==> config.mk <==
export PLATFORM = sky130hd
export DESIGN_NAME = hero_write_rx
export DESIGN_NICKNAME = d
export VERILOG_FILES = /design/src/rtl/hero_write_rx.sv
export SDC_FILE = /design/constraint.sdc
export NUM_CORES = 1
export LEC_CHECK = 0
export ABC_AREA = 0
export CORE_MARGIN = 2
export CORE_UTILIZATION = 64
export CTS_CLUSTER_DIAMETER = 100
export DETAILED_ROUTE_END_ITERATION = 7
export DONT_BUFFER_PORTS = 1
export HOLD_SLACK_MARGIN = 0.02
export PLACE_DENSITY = 0.81
export SLEW_MARGIN = 20
export SYNTH_ARGS = -nofsm -noshare
export SYNTH_HDL_FRONTEND = slang
export SYNTH_SLANG_ARGS = --single-unit
==> constraint.sdc <==
create_clock -name clk -period 3.8 [get_ports clk]
set_input_delay 0.57 -clock clk [delete_from_list [all_inputs] [get_ports clk]]
set_output_delay 0.57 -clock clk [all_outputs]
set_load 0.05 [all_outputs]
==> src/rtl/hero_write_rx.sv <==
// Receive end of the hero write bus: frames beats into transactions, buffers them in a FIFO
// and streams them to a local consumer, flagging overflow, illegal encodings and over-long transactions.
module hero_write_rx #(
  parameter int unsigned DEPTH     = 8,
  parameter int unsigned MAX_BEATS = 16
) (
  input  logic                         clk,
  input  logic                         rst_n,
  input  logic [45:0]                  hero_wr_i,
  output logic                         out_valid_o,
  input  logic                         out_ready_i,
  output logic [35:0]                  out_wdat_o,
  output logic [6:0]                   out_sub_o,
  output logic                         out_last_o,
  output logic                         out_err_o,
  output logic [$clog2(MAX_BEATS)-1:0] out_idx_o,
  output logic                         err_ovf_o,
  output logic                         err_ill_o,
  output logic                         err_long_o,
  input  logic                         err_clr_i,
  output logic [15:0]                  txn_cnt_o
);

  localparam int unsigned IW = $clog2(MAX_BEATS);
  localparam int unsigned PW = $clog2(DEPTH);
  localparam int unsigned CW = $clog2(DEPTH + 1);

  localparam logic [1:0] CT_IDLE  = 2'd0;
  localparam logic [1:0] CT_VALID = 2'd1;
  localparam logic [1:0] CT_DONE  = 2'd2;
  localparam logic [1:0] CT_ILL   = 2'd3;

  typedef enum logic [1:0] {IDLE_S, IN_S, DROP_S} state_t;

  typedef struct packed {
    logic [35:0]   wdat;
    logic [6:0]    sub;
    logic          last;
    logic          err;
    logic [IW-1:0] idx;
  } ent_t;

  state_t        state_q, state_d;
  logic [IW-1:0] idx_q, idx_d;
  ent_t          mem_q [DEPTH];
  logic [PW-1:0] wr_ptr_q, rd_ptr_q;
  logic [CW-1:0] cnt_q, cnt_d;
  logic          valid_q;
  logic          err_ovf_q, err_ill_q, err_long_q;
  logic [15:0]   txn_cnt_q;

  logic [1:0] ct_c;
  logic       beat_c;
  logic       room_valid_c, room_done_c;
  logic       push_c, pop_c;
  ent_t       push_ent_c, head_c;
  logic       set_ovf_c, set_ill_c, set_long_c;

  assign ct_c         = hero_wr_i[45:44];
  assign beat_c       = hero_wr_i[0];
  // A pop in the same cycle never frees space for the push.
  assign room_valid_c = (cnt_q <= CW'(DEPTH - 2));
  assign room_done_c  = (cnt_q <  CW'(DEPTH));
  assign pop_c        = valid_q & out_ready_i;

  function automatic logic [PW-1:0] ptr_inc(input logic [PW-1:0] p);
    return (p == PW'(DEPTH - 1)) ? '0 : p + PW'(1);
  endfunction

  // Transaction framing FSM
  always_ff @(posedge clk or negedge rst_n) begin
    if (!rst_n) begin
      state_q <= IDLE_S;
      idx_q   <= '0;
    end else begin
      state_q <= state_d;
      idx_q   <= idx_d;
    end
  end

  always_comb begin
    state_d         = state_q;
    idx_d           = idx_q;
    push_c          = 1'b0;
    set_ovf_c       = 1'b0;
    set_ill_c       = 1'b0;
    set_long_c      = 1'b0;
    push_ent_c.wdat = hero_wr_i[43:8];
    push_ent_c.sub  = hero_wr_i[7:1];
    push_ent_c.last = 1'b0;
    push_ent_c.err  = 1'b0;
    push_ent_c.idx  = idx_q;
    if (beat_c) begin
      unique case (state_q)
        IDLE_S: begin
          case (ct_c)
            CT_VALID: begin
              if (room_valid_c) begin
                push_c  = 1'b1;
                idx_d   = IW'(1);
                state_d = IN_S;
              end else begin
                set_ovf_c = 1'b1;
                state_d   = DROP_S;
              end
            end
            CT_DONE: begin
              push_ent_c.last = 1'b1;
              if (room_done_c) push_c = 1'b1;
              else             set_ovf_c = 1'b1;
            end
            CT_ILL:  set_ill_c = 1'b1;
            default: ;
          endcase
        end
        IN_S: begin
          case (ct_c)
            CT_VALID: begin
              if (idx_q == IW'(MAX_BEATS - 1)) begin
                set_long_c = 1'b1;
                state_d    = DROP_S;
              end else if (!room_valid_c) begin
                set_ovf_c = 1'b1;
                state_d   = DROP_S;
              end else begin
                push_c = 1'b1;
                idx_d  = idx_q + IW'(1);
              end
            end
            CT_DONE: begin
              push_ent_c.last = 1'b1;
              if (room_done_c) push_c = 1'b1;
              else             set_ovf_c = 1'b1;
              idx_d   = '0;
              state_d = IDLE_S;
            end
            CT_ILL: begin
              set_ill_c = 1'b1;
              state_d   = DROP_S;
            end
            default: ;
          endcase
        end
        DROP_S: begin
          case (ct_c)
            CT_DONE: begin
              // Guard kept: a drop entered from IDLE_S on a full FIFO may still be full here.
              push_ent_c.last = 1'b1;
              push_ent_c.err  = 1'b1;
              if (room_done_c) push_c = 1'b1;
              else             set_ovf_c = 1'b1;
              idx_d   = '0;
              state_d = IDLE_S;
            end
            CT_ILL:  set_ill_c = 1'b1;
            default: ;
          endcase
        end
        default: state_d = IDLE_S;
      endcase
    end
  end

  always_comb begin
    cnt_d = cnt_q;
    if (push_c && !pop_c)      cnt_d = cnt_q + CW'(1);
    else if (!push_c && pop_c) cnt_d = cnt_q - CW'(1);
  end

  // FIFO storage and pointers
  always_ff @(posedge clk or negedge rst_n) begin
    if (!rst_n) begin
      for (int unsigned i = 0; i < DEPTH; i++) mem_q[i] <= '0;
      wr_ptr_q <= '0;
      rd_ptr_q <= '0;
      cnt_q    <= '0;
      valid_q  <= 1'b0;
    end else begin
      if (push_c) begin
        mem_q[wr_ptr_q] <= push_ent_c;
        wr_ptr_q        <= ptr_inc(wr_ptr_q);
      end
      if (pop_c) rd_ptr_q <= ptr_inc(rd_ptr_q);
      cnt_q   <= cnt_d;
      valid_q <= (cnt_d != '0);
    end
  end

  // Sticky error flags and terminator count; clear wins over set
  always_ff @(posedge clk or negedge rst_n) begin
    if (!rst_n) begin
      err_ovf_q  <= 1'b0;
      err_ill_q  <= 1'b0;
      err_long_q <= 1'b0;
      txn_cnt_q  <= '0;
    end else begin
      err_ovf_q  <= ~err_clr_i & (err_ovf_q  | set_ovf_c);
      err_ill_q  <= ~err_clr_i & (err_ill_q  | set_ill_c);
      err_long_q <= ~err_clr_i & (err_long_q | set_long_c);
      txn_cnt_q  <= txn_cnt_q + 16'(push_c & push_ent_c.last);
    end
  end

  assign head_c      = mem_q[rd_ptr_q];
  assign out_valid_o = valid_q;
  assign out_wdat_o  = head_c.wdat;
  assign out_sub_o   = head_c.sub;
  assign out_last_o  = head_c.last;
  assign out_err_o   = head_c.err;
  assign out_idx_o   = head_c.idx;
  assign err_ovf_o   = err_ovf_q;
  assign err_ill_o   = err_ill_q;
  assign err_long_o  = err_long_q;
  assign txn_cnt_o   = txn_cnt_q;

endmodule
# Word level (Yosys, flattened, before mapping)
# Cells that the tools add are included.
dict set report op_classes {
  add_sub_neg 6
  order_cmp 5
  n_eq_ne 16
  mux 52
  n_bitwise 11
  reduce_logical 12
}
# operator n
set op_table {}
lappend op_table {{bitwise mux 392 bit} 1}
lappend op_table {{binary-select mux 49 bit (select 3 bit)} 1}
lappend op_table {{demux 49 bit (select 3 bit)} 1}
lappend op_table {{two-way mux 49 bit} 3}
lappend op_table {{two-way mux 4 bit} 7}
lappend op_table {{two-way mux 1 bit} 19}
lappend op_table {{adder 16 x 1 -> 16 bit} 1}
lappend op_table {{two-way mux 2 bit} 7}
lappend op_table {{case mux 2 bit (3 select lines)} 2}
lappend op_table {{case mux 4 bit (3 select lines)} 1}
lappend op_table {{case mux 1 bit (2 select lines)} 5}
lappend op_table {{adder 4 x 1 -> 4 bit (second input constant)} 2}
lappend op_table {{greater-or-equal comparator 4 bit (second input constant)} 2}
lappend op_table {{inverter 3 -> 4 bit} 2}
lappend op_table {{case mux 4 bit (2 select lines)} 1}
lappend op_table {{AND reduction 8 bit} 1}
lappend op_table {{adder 3 x 1 -> 3 bit (second input constant)} 2}
lappend op_table {{== test 2 bit (second input constant)} 3}
lappend op_table {{== test 3 bit (second input constant)} 2}
lappend op_table {{two-way mux 3 bit} 2}
lappend op_table {{inequality test 3 bit (second input constant)} 2}
lappend op_table {{case mux 1 bit (3 select lines)} 2}
lappend op_table {{bitwise AND 1 bit} 5}
lappend op_table {{AND reduction 5 bit} 1}
lappend op_table {{20 further kinds} 27}
dict set report totals {
  reg_bits 428
  in_bits 50
  output_inout_bits 69
  word_cells 152
}

# Depth between registers and ports, before layout
dict set report logic_depth {
  depth_word 11
  mapped_depth 11
  depth_no_buf 10
}

# Worst setup path after synthesis
# Ideal clock, no wire load.
dict set report synth_timing {
  path_kind {input -> register}
  from {in hero_wr_i[44]}
  to {reg mem_q[138] in the netlist's numbering}
  setup_time_ps 125
  arrival_ps 2764
  t_required_ps 3675
  slack_ps 911
  stages 10
  path_buffers 2
  cell_sequence {inv_1 ha_1 o21bai_2 or4_4 a21oi_2 nand2_1 nor2_2 buf_4 buf_4 mux2_2}
}
dict set report synth_between {
  elab_chain_cells 4
  elab_cells_between_ends 7
  classes_between {eq/ne: 2; mux: 5}
}
# element line
set synth_lines {}
lappend synth_lines {{start, declared} 9} ;# input logic [45:0] hero_wr_i,
lappend synth_lines {{== test 2 bit or == test 2 x 1 -> 1 bit (tied branches)} {96, 117, 145}}
lappend synth_lines {{case mux 1 bit (2 select lines) (tied with other cells)} 117} ;# case (ct_c)
lappend synth_lines {{case mux 1 bit (3 select lines) *} 94} ;# unique case (state_q)
lappend synth_lines {{two-way mux 1 bit *} 93} ;# if (beat_c) begin
lappend synth_lines {{end signal, assigned by index} 180} ;# mem_q[wr_ptr_q] <= push_ent_c;
lappend synth_lines {{end, declared} 45} ;# ent_t mem_q [DEPTH];
# Every way passes the cells marked *; elsewhere a longest branch is shown, timed or not.
# A chain may end at the register's enable or synchronous reset.

# Worst setup path after layout
dict set report layout_timing {
  from {reg state_q[1]}
  to {reg mem_q[207] in the netlist's numbering}
}
dict set report layout_between {
  elab_chain_cells 3
  elab_cells_between_ends 5
  classes_between {eq/ne: 2; mux: 2; reduce/logical: 1}
}
# element line
set layout_lines {}
lappend layout_lines {{start, declared} 43} ;# state_t state_q, state_d;
lappend layout_lines {{start signal, assigned} 76} ;# state_q <= state_d;
lappend layout_lines {{== test 2 bit (tied with other cells)} 94}
lappend layout_lines {{case mux 1 bit (3 select lines) *} 94}
lappend layout_lines {{two-way mux 1 bit *} 93}
# Marked as above.

==> flow_summary_export.csv <==
group,metric,value,unit
status,status,"complete, but fails checks",
status,violations,"negative hold slack",
worst_hold_path,min_path_type,"input port to asynchronous set/reset pin",
clock_network,cts_resized,0,
route,drtAntennaViolNets,0,
die,coreArea,29800,sq um
die,die_y,178.5,um
place,finalWeightedCongestion,0.7920,
pwr,powerDensity,767.7,nW/um^2
synth,syn_area,19500,sq um
final_layout,final_common_cell,"dfrtp_1",
synth,syn-num-nets,1306,
sta,period_needed,3.117,ns
die,initial_core_util,65.44,%
sta,min_period_over_period,82.02,%
synth,synthArstFlopShare,100.0,%
sta,timing.fmax,320.8,MHz
synth,ys.flop_type,"dfrtp_1",
final_layout,fillCellCount,1903,
sta,tightest_slew,0.9403,ns
die,io_pins,119,
job,max_cap_violations,0,
route,finalWirelength,37320,um
clock_network,clkLatencyLatePin,0.53,ns
setup_path,critPathArrivalTime,3.52,ns
die,die_area,31880,sq um
global_route,grt_pass1_vias,11180,
route,drtPass1Iterations,4,
pwr,leakagePower,9.972,nW
global_route,grt_pass1_wl,61150,um
global_route,grt-ovfl-total,0,
global_route,grt_antenna_before_repair,0,
sta,rsz0062_at_grt,"false",
final_layout,regArea,10720,sq um
place,dp_hpwl,21860,um
die,die_w,178.5,um
final_layout,final_cell_mix,"dfrtp_1 (425), mux2_2 (403), mux4_2 (98)",
global_route,grt_use_total,24.65,%
final_layout,multiInputGateArea,8356,sq um
route,vias,10330,
clock_network,cts_buffers,44,
sta,final_max_slew_viol_count,0,
synth,netlist_instances,1238,
die,row_count,63,
final_layout,area_delta_synth_final,9.734,%
synth,ys_ff_latch,428,
final_layout,diodes,0,
clock_network,h-tree-depth,2,
pwr,ir_drop,474.6,uV
place,port_buffers,0,
clock_network,cts_setup_buffers,0,
clock_network,cts_tree,"done",
route,drtIter0Drc,650,
clock_network,cts_sinks,428,
sta,fin_skew,0.01395,ns
global_route,grt_max_degree,429,
setup_path,crit_type,"flop to flop",
synth,avgSynthCellArea,15.75,sq um
sta,slew-limit-headroom,37.32,%
final_layout,final_nets,1298,
setup_path,crit_fanout,28,
synth,synth_edf_count,0,
route,wire_per_inst,22.65,um
clock_network,clockRootBuffer,"clkbuf_16",
sta,hold_viol_final,428,
sta,fin_tns_setup,0,ns
setup_path,crit_path_start_kind,"flop",
pwr,power.total,16.43,mW
synth,yosys_warnings,0,
clock_network,clockBufferDepth,3,
route,routed_via_density,6.268,
sta,whs,-0.2439,ns
final_layout,drive_above_1_share,48.25,%
route,drcViolationCount,0,
setup_path,critical_path.endpoint_type,"flop",
clock_network,path_clk_slew,0.06,ns
synth,synth_seq_area_share,54.93,%
setup_path,required,4.20,ns
sta,setup_viol,0,
synth,ys_types,54,
-- per-layer routing --
metal / part of all wire (%) / wire length, um / global-route usage (%)
met2: 50 / 18810 / 41.59
met5: 0 / 0 / 0
met4: 1.6 / 588 / 5.217
met3: 4.4 / 1644 / 4.582
met1: 44 / 16280 / 33.91
-- flip-flops by register name, summed over array words and instances (netlist names) --
| name | flops |
|---|---|
| mem_q | 392 |
| cnt_q | 4 |
| err_ovf_o | 1 |
| txn_cnt_o | 16 |
| err_long_o | 1 |
| wr_ptr_q | 3 |
| out_valid_o | 1 |
| idx_q | 4 |
| err_ill_o | 1 |
| state_q | 2 |
| rd_ptr_q | 3 |
-- path summary, 6_finish.rpt --
check                             endpoint        from  depth (start not counted)  slack, ns
worst max-delay path            mem_q[207]  state_q[1]                          9       0.68
worst min-delay path            mem_q[188]       rst_n                          0      -0.24
worst max register to register  mem_q[207]  state_q[1]                          9       0.68
max in group asynchronous       mem_q[207]       rst_n                          0       3.27
worst min register to register  mem_q[245]  mem_q[245]                          1       0.48
min in group clk                 err_ill_o   err_clr_i                          1       0.11
-- stage by stage --
| stage | hold WS (ns) | cells | setup WS (ns) | util, % | cell area, sq um |
|---|---|---|---|---|---|
| 2_1_floorplan | 0.2744 | 1238 | 0.9107 | - | 19500 |
| 3_3_place_gp | 0.2859 | 1574 | 0.5820 | 66.86 | 19920 |
| 3_5_place_dp | 0.2888 | 1574 | 0.5580 | 66.86 | 19920 |
| 4_1_cts | -0.2688 | 1648 | 0.6632 | 71.81 | 21400 |
| 5_1_grt | -0.2666 | 1648 | 0.4572 | 71.81 | 21400 |
| 6_report | -0.2439 | 1648 | 0.6832 | 71.81 | 21400 |
-- cell usage after synthesis (2+ instances only) --
cell	count	area share, %
a21o_1	3	0.12
a21oi_1	4	0.10
a221oi_1	3	0.13
and3_1	2	0.064
buf_1	13	0.25
buf_2	22	0.56
buf_4	4	0.15
buf_6	6	0.35
clkbuf_1	32	0.62
dfrtp_1	428	55
ha_1	18	1.2
inv_1	20	0.39
mux2_1	23	1.3
mux2_2	403	23
mux2i_1	6	0.31
mux4_2	98	11
nand2_1	32	0.62
nand2b_1	5	0.16
nand3_1	13	0.33
nand4_1	4	0.13
nor2_1	15	0.29
nor2b_1	3	0.096
nor3_1	6	0.15
nor3_4	3	0.25
o211ai_1	3	0.12
o21ai_0	20	0.51
o31ai_1	2	0.077
or3_1	5	0.16
or4_1	2	0.077
xnor2_1	13	0.58
xor2_1	4	0.18
-- cell families (layout without fill, tap and decap cells) --
| group | Yosys count | after routing | synth area share (%) |
|---|---|---|---|
| multiplexers | 530 | 530 | 36.23 |
| flip-flops | 428 | 428 | 54.93 |
| AO/OA/AOI/OAI | 47 | 47 | 1.733 |
| buffers and inverters | 97 | 117 | 2.317 |
| adder cells (fa/ha/maj) | 18 | 18 | 1.155 |
| XOR/XNOR | 17 | 17 | 0.7636 |
| AND/OR/NAND/NOR | 101 | 101 | 2.875 |
-- power by group --
group / internal, mW / switching [mW] / total, mW / leakage (nW)
clock network: 2.68 / 1.68 / 4.36 / 0.727
registers: 5.80 / 0.970 / 6.77 / 5.73
logic: 2.51 / 2.79 / 5.30 / 3.52
-- final cells by class --
cell class | instances | share of cell area [%]
multi-input cells | 713 | 39.05
flip-flops and latches | 428 | 50.10
clock buffers | 67 | 6.257
clock inverters | 7 | 0.6315
inverters | 20 | 0.3509
well taps | 390 | 2.281
repair buffers | 23 | 1.333
-- critical path, stage by stage, from the launching register on --
cell	delay, ns
dfrtp_1	0.41
inv_1	0.09
ha_1	0.31
o21bai_2	0.19
or4_4	0.55
a21oi_2	0.23
nand2_1	0.23
nor2_4	0.16
buf_4	0.42
mux2_2	0.39
(Power assumes the default switching activity.)
